<file path="src/rtl/serial_add_ctrl.sv">
// Bit-serial adder controller: feeds one full_adder LSB-first through a registered carry loop.
// Define SERIAL_ADD_SUB_EN to add the `sub` port (a - b via ~b and carry-in of 1).

module full_adder (
  input  logic a,
  input  logic b,
  input  logic c_in,
  output logic sum,
  output logic c_out
);
  assign sum   = a ^ b ^ c_in;
  assign c_out = (a & b) | (c_in & (a ^ b));
endmodule

module serial_add_ctrl #(
  parameter int unsigned WIDTH = 8
) (
  input  logic             clk,
  input  logic             rst,
  input  logic             in_valid,
  output logic             in_ready,
  input  logic [WIDTH-1:0] a,
  input  logic [WIDTH-1:0] b,
  input  logic             c_in,
`ifdef SERIAL_ADD_SUB_EN
  input  logic             sub,
`endif
  output logic             out_valid,
  input  logic             out_ready,
  output logic [WIDTH-1:0] sum,
  output logic             c_out,
  output logic             busy
);

  localparam int unsigned CNT_W = $clog2(WIDTH + 1);
  localparam logic [CNT_W-1:0] LAST_BIT = CNT_W'(WIDTH - 1);

  typedef enum logic [1:0] {
    IDLE = 2'd0,
    RUN  = 2'd1,
    DONE = 2'd2
  } state_e;

  state_e           state_q, state_d;
  logic [WIDTH-1:0] a_sh_q, a_sh_d;
  logic [WIDTH-1:0] b_sh_q, b_sh_d;
  logic [WIDTH-1:0] sum_sh_q, sum_sh_d;
  logic             cy_q, cy_d;
  logic [CNT_W-1:0] cnt_q, cnt_d;
  logic             fa_sum, fa_cout;
  logic [WIDTH-1:0] b_load;
  logic             cy_load;

  full_adder u_fa (
    .a    (a_sh_q[0]),
    .b    (b_sh_q[0]),
    .c_in (cy_q),
    .sum  (fa_sum),
    .c_out(fa_cout)
  );

  // Operand B and carry-in as captured on the accept edge
`ifdef SERIAL_ADD_SUB_EN
  assign b_load  = sub ? ~b : b;
  assign cy_load = sub ? 1'b1 : c_in;
`else
  assign b_load  = b;
  assign cy_load = c_in;
`endif

  always_ff @(posedge clk or posedge rst) begin
    if (rst) begin
      state_q  <= IDLE;
      a_sh_q   <= '0;
      b_sh_q   <= '0;
      sum_sh_q <= '0;
      cy_q     <= 1'b0;
      cnt_q    <= '0;
    end else begin
      state_q  <= state_d;
      a_sh_q   <= a_sh_d;
      b_sh_q   <= b_sh_d;
      sum_sh_q <= sum_sh_d;
      cy_q     <= cy_d;
      cnt_q    <= cnt_d;
    end
  end

  always_comb begin
    state_d  = state_q;
    a_sh_d   = a_sh_q;
    b_sh_d   = b_sh_q;
    sum_sh_d = sum_sh_q;
    cy_d     = cy_q;
    cnt_d    = cnt_q;
    case (state_q)
      IDLE: begin
        if (in_valid) begin
          a_sh_d   = a;
          b_sh_d   = b_load;
          cy_d     = cy_load;
          sum_sh_d = '0;
          cnt_d    = '0;
          state_d  = RUN;
        end
      end
      RUN: begin
        // New sum bit enters at the MSB; widened shift keeps WIDTH=1 legal
        sum_sh_d = WIDTH'({fa_sum, sum_sh_q} >> 1);
        a_sh_d   = a_sh_q >> 1;
        b_sh_d   = b_sh_q >> 1;
        cy_d     = fa_cout;
        cnt_d    = cnt_q + CNT_W'(1);
        if (cnt_q == LAST_BIT) begin
          state_d = DONE;
        end
      end
      DONE: begin
        if (out_ready) begin
          state_d = IDLE;
        end
      end
      default: state_d = IDLE;
    endcase
  end

  assign in_ready  = (state_q == IDLE);
  assign out_valid = (state_q == DONE);
  assign busy      = (state_q != IDLE);
  assign sum       = sum_sh_q;
  assign c_out     = cy_q;

endmodule

</file>
<file path="config.mk">
export PLATFORM = sky130hd
export DESIGN_NAME = serial_add_ctrl
export DESIGN_NICKNAME = d
export VERILOG_FILES = /design/src/rtl/serial_add_ctrl.sv
export SDC_FILE = /design/constraint.sdc
export NUM_CORES = 1
export LEC_CHECK = 0
export BUFFER_PORTS_ARGS = -buffer_cell sky130_fd_sc_hd__clkbuf_2
export CORE_AREA = 2 2 60 62
export DETAILED_ROUTE_END_ITERATION = 6
export DIE_AREA = 0 0 62 64
export PLACE_DENSITY = 0.81
export SLEW_MARGIN = 15
export SYNTH_ARGS = -nofsm -noshare
export SYNTH_HDL_FRONTEND = slang
export SYNTH_SLANG_ARGS = --single-unit
export TNS_END_PERCENT = 10
</file>
<file path="constraint.sdc">
create_clock -name clk -period 1.08 [get_ports clk]
set_input_delay 0.216 -clock clk [delete_from_list [all_inputs] [get_ports clk]]
set_output_delay 0.216 -clock clk [all_outputs]
set_load 0.01 [all_outputs]
</file>
Word-level counts from Yosys, hierarchy flattened --
Cells that the tools add are included.
Cells by class: multiplexer cells 14, add/sub/neg operators 1, reductions and logical operators 5, equal/unequal tests 6, bitwise gates (word level) 5
Operators with widths (count):
- $pmux W8 S2 | 3
- $mux W8 | 3
- $pmux W4 S2 | 1
- $mux W2 | 3
- $pmux W2 S3 | 1
- $add A4 B1 Y4 const B | 1
- $eq A4 B3 Y1 const B | 1
- $mux W4 | 1
- $ne A2 B2 Y1 const B | 2
- $reduce_bool A2 Y1 | 2
- $reduce_and A3 Y1 | 1
- $and A1 B1 Y1 | 2
- $eq A2 B1 Y1 const B | 1
- $eq A2 B2 Y1 const B | 1
- $logic_not A2 Y1 | 1
- $ne A2 B1 Y1 const B | 1
- $pmux W1 S2 | 1
- $reduce_and A2 Y1 | 1
- $xor A1 B1 Y1 | 2
- $mux W1 | 1
- $or A1 B1 Y1 | 1
Word-level totals: bits in registers 31, logic and storage cells 37, output and inout port bits 12

Depth between registers and ports, before layout --
word-level depth 4, depth in mapped cells 4, gate-level depth less buffers 4

Hierarchy --
From an unflattened synthesis, not the netlist that was laid out.
Second synthesis, totals: cells, all modules 142, area, all modules 1517.7 sq um
Modules (own cells, without submodules):
- serial_add_ctrl | seq. area each 775.7 sq um, area an instance 1497.7 sq um, cells each 141, times used 1
- full_adder | seq. area each 0.0 sq um, area an instance 20.0 sq um, cells each 1, times used 1

Least setup slack after synthesis --
No wires, ideal clock.
kind register -> register, start register cnt_q[0], end register cnt_q[2], slack -114 ps, arrival 1073 ps, required time 959 ps, cell stages (with the launch flop) 4, path through dfrtp_1 ha_1 mux2_1 a22o_1
Between the ends: longest elaborated chain between the ends 2
RTL lines:
- start, declared | line 49 | logic [CNT_W-1:0] cnt_q, cnt_d;
- start signal, assigned | line 85 | cnt_q <= cnt_d;
- $add A4 B1 Y4 | line 113 | cnt_d = cnt_q + CNT_W'(1);
- $pmux W4 S2 | line 96 | case (state_q)
No other way between the ends. A chain may end at the register's enable or synchronous reset.

Final worst setup path --
start register state_q[1], end output busy
Between the ends: longest elaborated chain between the ends 1
RTL lines:
- start, declared | line 44 | state_e state_q, state_d;
- start signal, assigned | line 80 | state_q <= state_d;
- $reduce_bool A2 Y1 | line 129 | assign busy = (state_q != IDLE);
- end, declared | line 32 | output logic busy
No other way between the ends.

==> out/qor.txt <==
status -> finished with violations
failing checks -> negative setup slack
CP cell instances -> buf_6, or2_4, buf_2
Final period util -> 1.36
register area share after synthesis -> 0.514
syn nets -> 167
Critical Path Source -> state_q[1]
commonest cells after routing, fill and taps aside -> dfrtp_1 (31), clkbuf_2 (29), buf_4 (21)
initial core utilization -> 0.460
CTS Root Cell -> clkbuf_4
met1 Resource Use GR -> 0.253
M3 GR Usage -> 0.0567
Crit Reg-Reg Startpoint -> state_q[0]
combinational group share of total power -> 0.451
Arr. time, crit path -> 1.25 ns
Horiz. Die Dim -> 62 um
first-pass GRT wire length -> 6050 um
io pins -> 33
layer with the highest usage -> met2
synthesis warning total -> 0
pre-CTS WS -> -0.140 ns
1st-pass router iterations -> 4
#FFs+latches synth -> 31
Slowest-stage cell, CP -> dfrtp_1
VDD IR max -> 0.993 mV
Core ar. -> 3280 um2
placed standard-cell area -> 1830 um2
clock skew -> 0.00417 ns
Vias per Instance -> 5.28
Overflow after GRT -> 0
leak pwr -> 0.00107 uW
Port-buffer cells -> 32
setup_tns -> -4.99 ns
layout cells sized above 1 -> 0.462
layout net count -> 230
DIE AREA -> 3970 um2
RSZ-0062 raised after global routing -> true
Final Util -> 0.649
WL per Instance -> 15.0 um
CP Launch Type -> flop
commonest non-fill, non-tap cell in the layout -> dfrtp_1
largest net degree at the start of global routing -> 32
Cells after Synth -> 144
filler instances -> 265
ANT nets after route -> 0
startpoint of the worst hold path -> a[4]
Row Count -> 21
Clock power frac -> 0.185
Pwr per Cell Area -> 2440 nW/um2
Mapped Area -> 1510 um2
Worst Tran Pin Value -> 0.396 ns
final slew viol count -> 0
WP buf/inv -> 2
via count -> 1342
worst-case clock buffer depth -> 2
M2 GR Usage -> 0.327
max incr delay on CP -> 0.40 ns
Avg Cell Area, Syn -> 10.5 um2
vias in the first global route -> 1369
Crit path max-delay family -> flip-flops
Setup crit end kind -> output port
sequential power share -> 0.364
relative slew slack -> 0.736
switching part of the total -> 0.349
drt total wl -> 3800 um
GRT Total Usage -> 0.208
DP HPWL -> 2500 um
Worst Path Required -> 0.86 ns
gpl congestion -> 0.806
initial antenna violation count -> 0
H-Tree Depth -> 2
Final setup viols -> 42
highest clock rate -> 683 MHz
clk slew on worst S/H paths -> 0.10 ns
CTS tree -> done
CTS Sinks -> 31
class of the most critical setup path -> reg2out
CP Max Fanout -> 4
final instance area -> 2130 um2
diode count -> 0
CTS buffer count -> 5
Layout area overhead -> 41.1%
Max-cap violations -> 0
library cells used by synthesis -> 30
Psw -> 1820 uW
crit path time final -> 1.46 ns
DR iter-0 viols -> 52
Hold WC Path Type -> in2reg
worst-skew pair later-pin latency -> 0.33 ns
Fin. Hold Viols -> 0
internal cell power -> 3390 uW
Die Y -> 64 um
Setup WS post-layout -> -0.384 ns
Remaining DRCs -> 0
## worst register-to-register path: stages, from the launching register on
cell,delay (ns)
dfrtp_1,0.41
buf_6,0.13
buf_4,0.12
buf_4,0.12
buf_4,0.15
a21oi_1,0.14
o21ai_1,0.10
## flip-flops by register name, summed over array words and instances (netlist names)
name,flops
a_sh_q,8
state_q,2
c_out,1
cnt_q,4
sum,8
b_sh_q,8
## through the flow
step / hold slack, ns / total power, uW / std cells
final: 0.145 / 5210 / 254
after global routing: 0.138 / 5570 / 254
after CTS: 0.144 / 4930 / 249
after detailed placement: 0.301 / 3790 / 234
after global placement: 0.289 / 3670 / 234
after floorplan: 0.320 / 3100 / 144
## power groups by stage
stage	combinational, uW	clock [uW]	sequential, uW
after floorplan	1190	0	1900
after global placement	1800	0	1870
after detailed placement	1880	0	1910
after CTS	2080	973	1880
after global routing	2580	1040	1950
final	2350	961	1900
## area by class of cell
cell class	instances	area [um2]	area share
clock inverter	2	35.0	0.0164
multi-input combinational	97	727	0.341
tap	46	57.6	0.0270
clock buffer	6	51.3	0.0241
timing repair buffer	65	458	0.215
sequential	31	776	0.364
inverter	7	26.3	0.0123
## Yosys cell counts
cell type / number / area share
dfrtp_1: 31 / 0.51
o21ai_1: 16 / 0.053
a21oi_1: 15 / 0.050
nand2_1: 13 / 0.032
a22o_1: 10 / 0.058
and3b_1: 9 / 0.052
inv_1: 6 / 0.015
a22oi_1: 5 / 0.025
and2b_1: 5 / 0.025
buf_4: 4 / 0.020
nor2b_1: 4 / 0.017
buf_2: 3 / 0.0099
a21oi_2: 2 / 0.012
a2bb2oi_1: 2 / 0.012
buf_6: 2 / 0.015
nor2_1: 2 / 0.0050
o22ai_2: 2 / 0.017
a31oi_1: 1 / 0.0041
a41oi_1: 1 / 0.0058
and2b_4: 1 / 0.0066
clkbuf_1: 1 / 0.0025
fa_1: 1 / 0.013
ha_1: 1 / 0.0083
inv_2: 1 / 0.0025
mux2_1: 1 / 0.0075
nand2b_1: 1 / 0.0041
nand3_1: 1 / 0.0033
o21ai_0: 1 / 0.0033
o21bai_1: 1 / 0.0050
or2_1: 1 / 0.0041
## worst paths after layout
check                            endpoint  depth (start not counted)  slack (ns)
worst max-delay path                 busy                          3       -0.38
worst min-delay path            a_sh_q[4]                          3        0.14
worst max register to register  a_sh_q[1]                          6       -0.22
worst min register to register  b_sh_q[6]                          2        0.50
max in group asynchronous       b_sh_q[5]                          4        0.31
min in group asynchronous          sum[5]                          4        0.48
## kinds of logic (layout without fill, tap and decap cells)
group | after synthesis | after routing | synth area share
and+or+nand+nor | 37 | 38 | 0.149
muxes | 1 | 1 | 0.00746
adders and majority gates | 2 | 2 | 0.0215
AOI/OAI and AO/OA | 56 | 56 | 0.244
buffers and inverters | 17 | 80 | 0.0646
DFF | 31 | 31 | 0.514
## metal layers
metal  routed length, um  vias up  part of all wire
met3                 120       12             0.032
li1                    -      641                 -
met2                1950       31              0.51
met4                 110        0             0.029
met5                   0        -                 0
met1                1620      658              0.43
## what timing repair did
item | CTS | global route
hold endpoints to repair | 31 | 0
endpoints found under the setup margin | 42 | 43
cloned | 1 | 1
resized for setup | 12 | 21
pin swaps | 11 | 3
setup buffers | 5 | 4
hold buffers | 1 | 0
No activity file was read; power rests on OpenSTA's default activity.
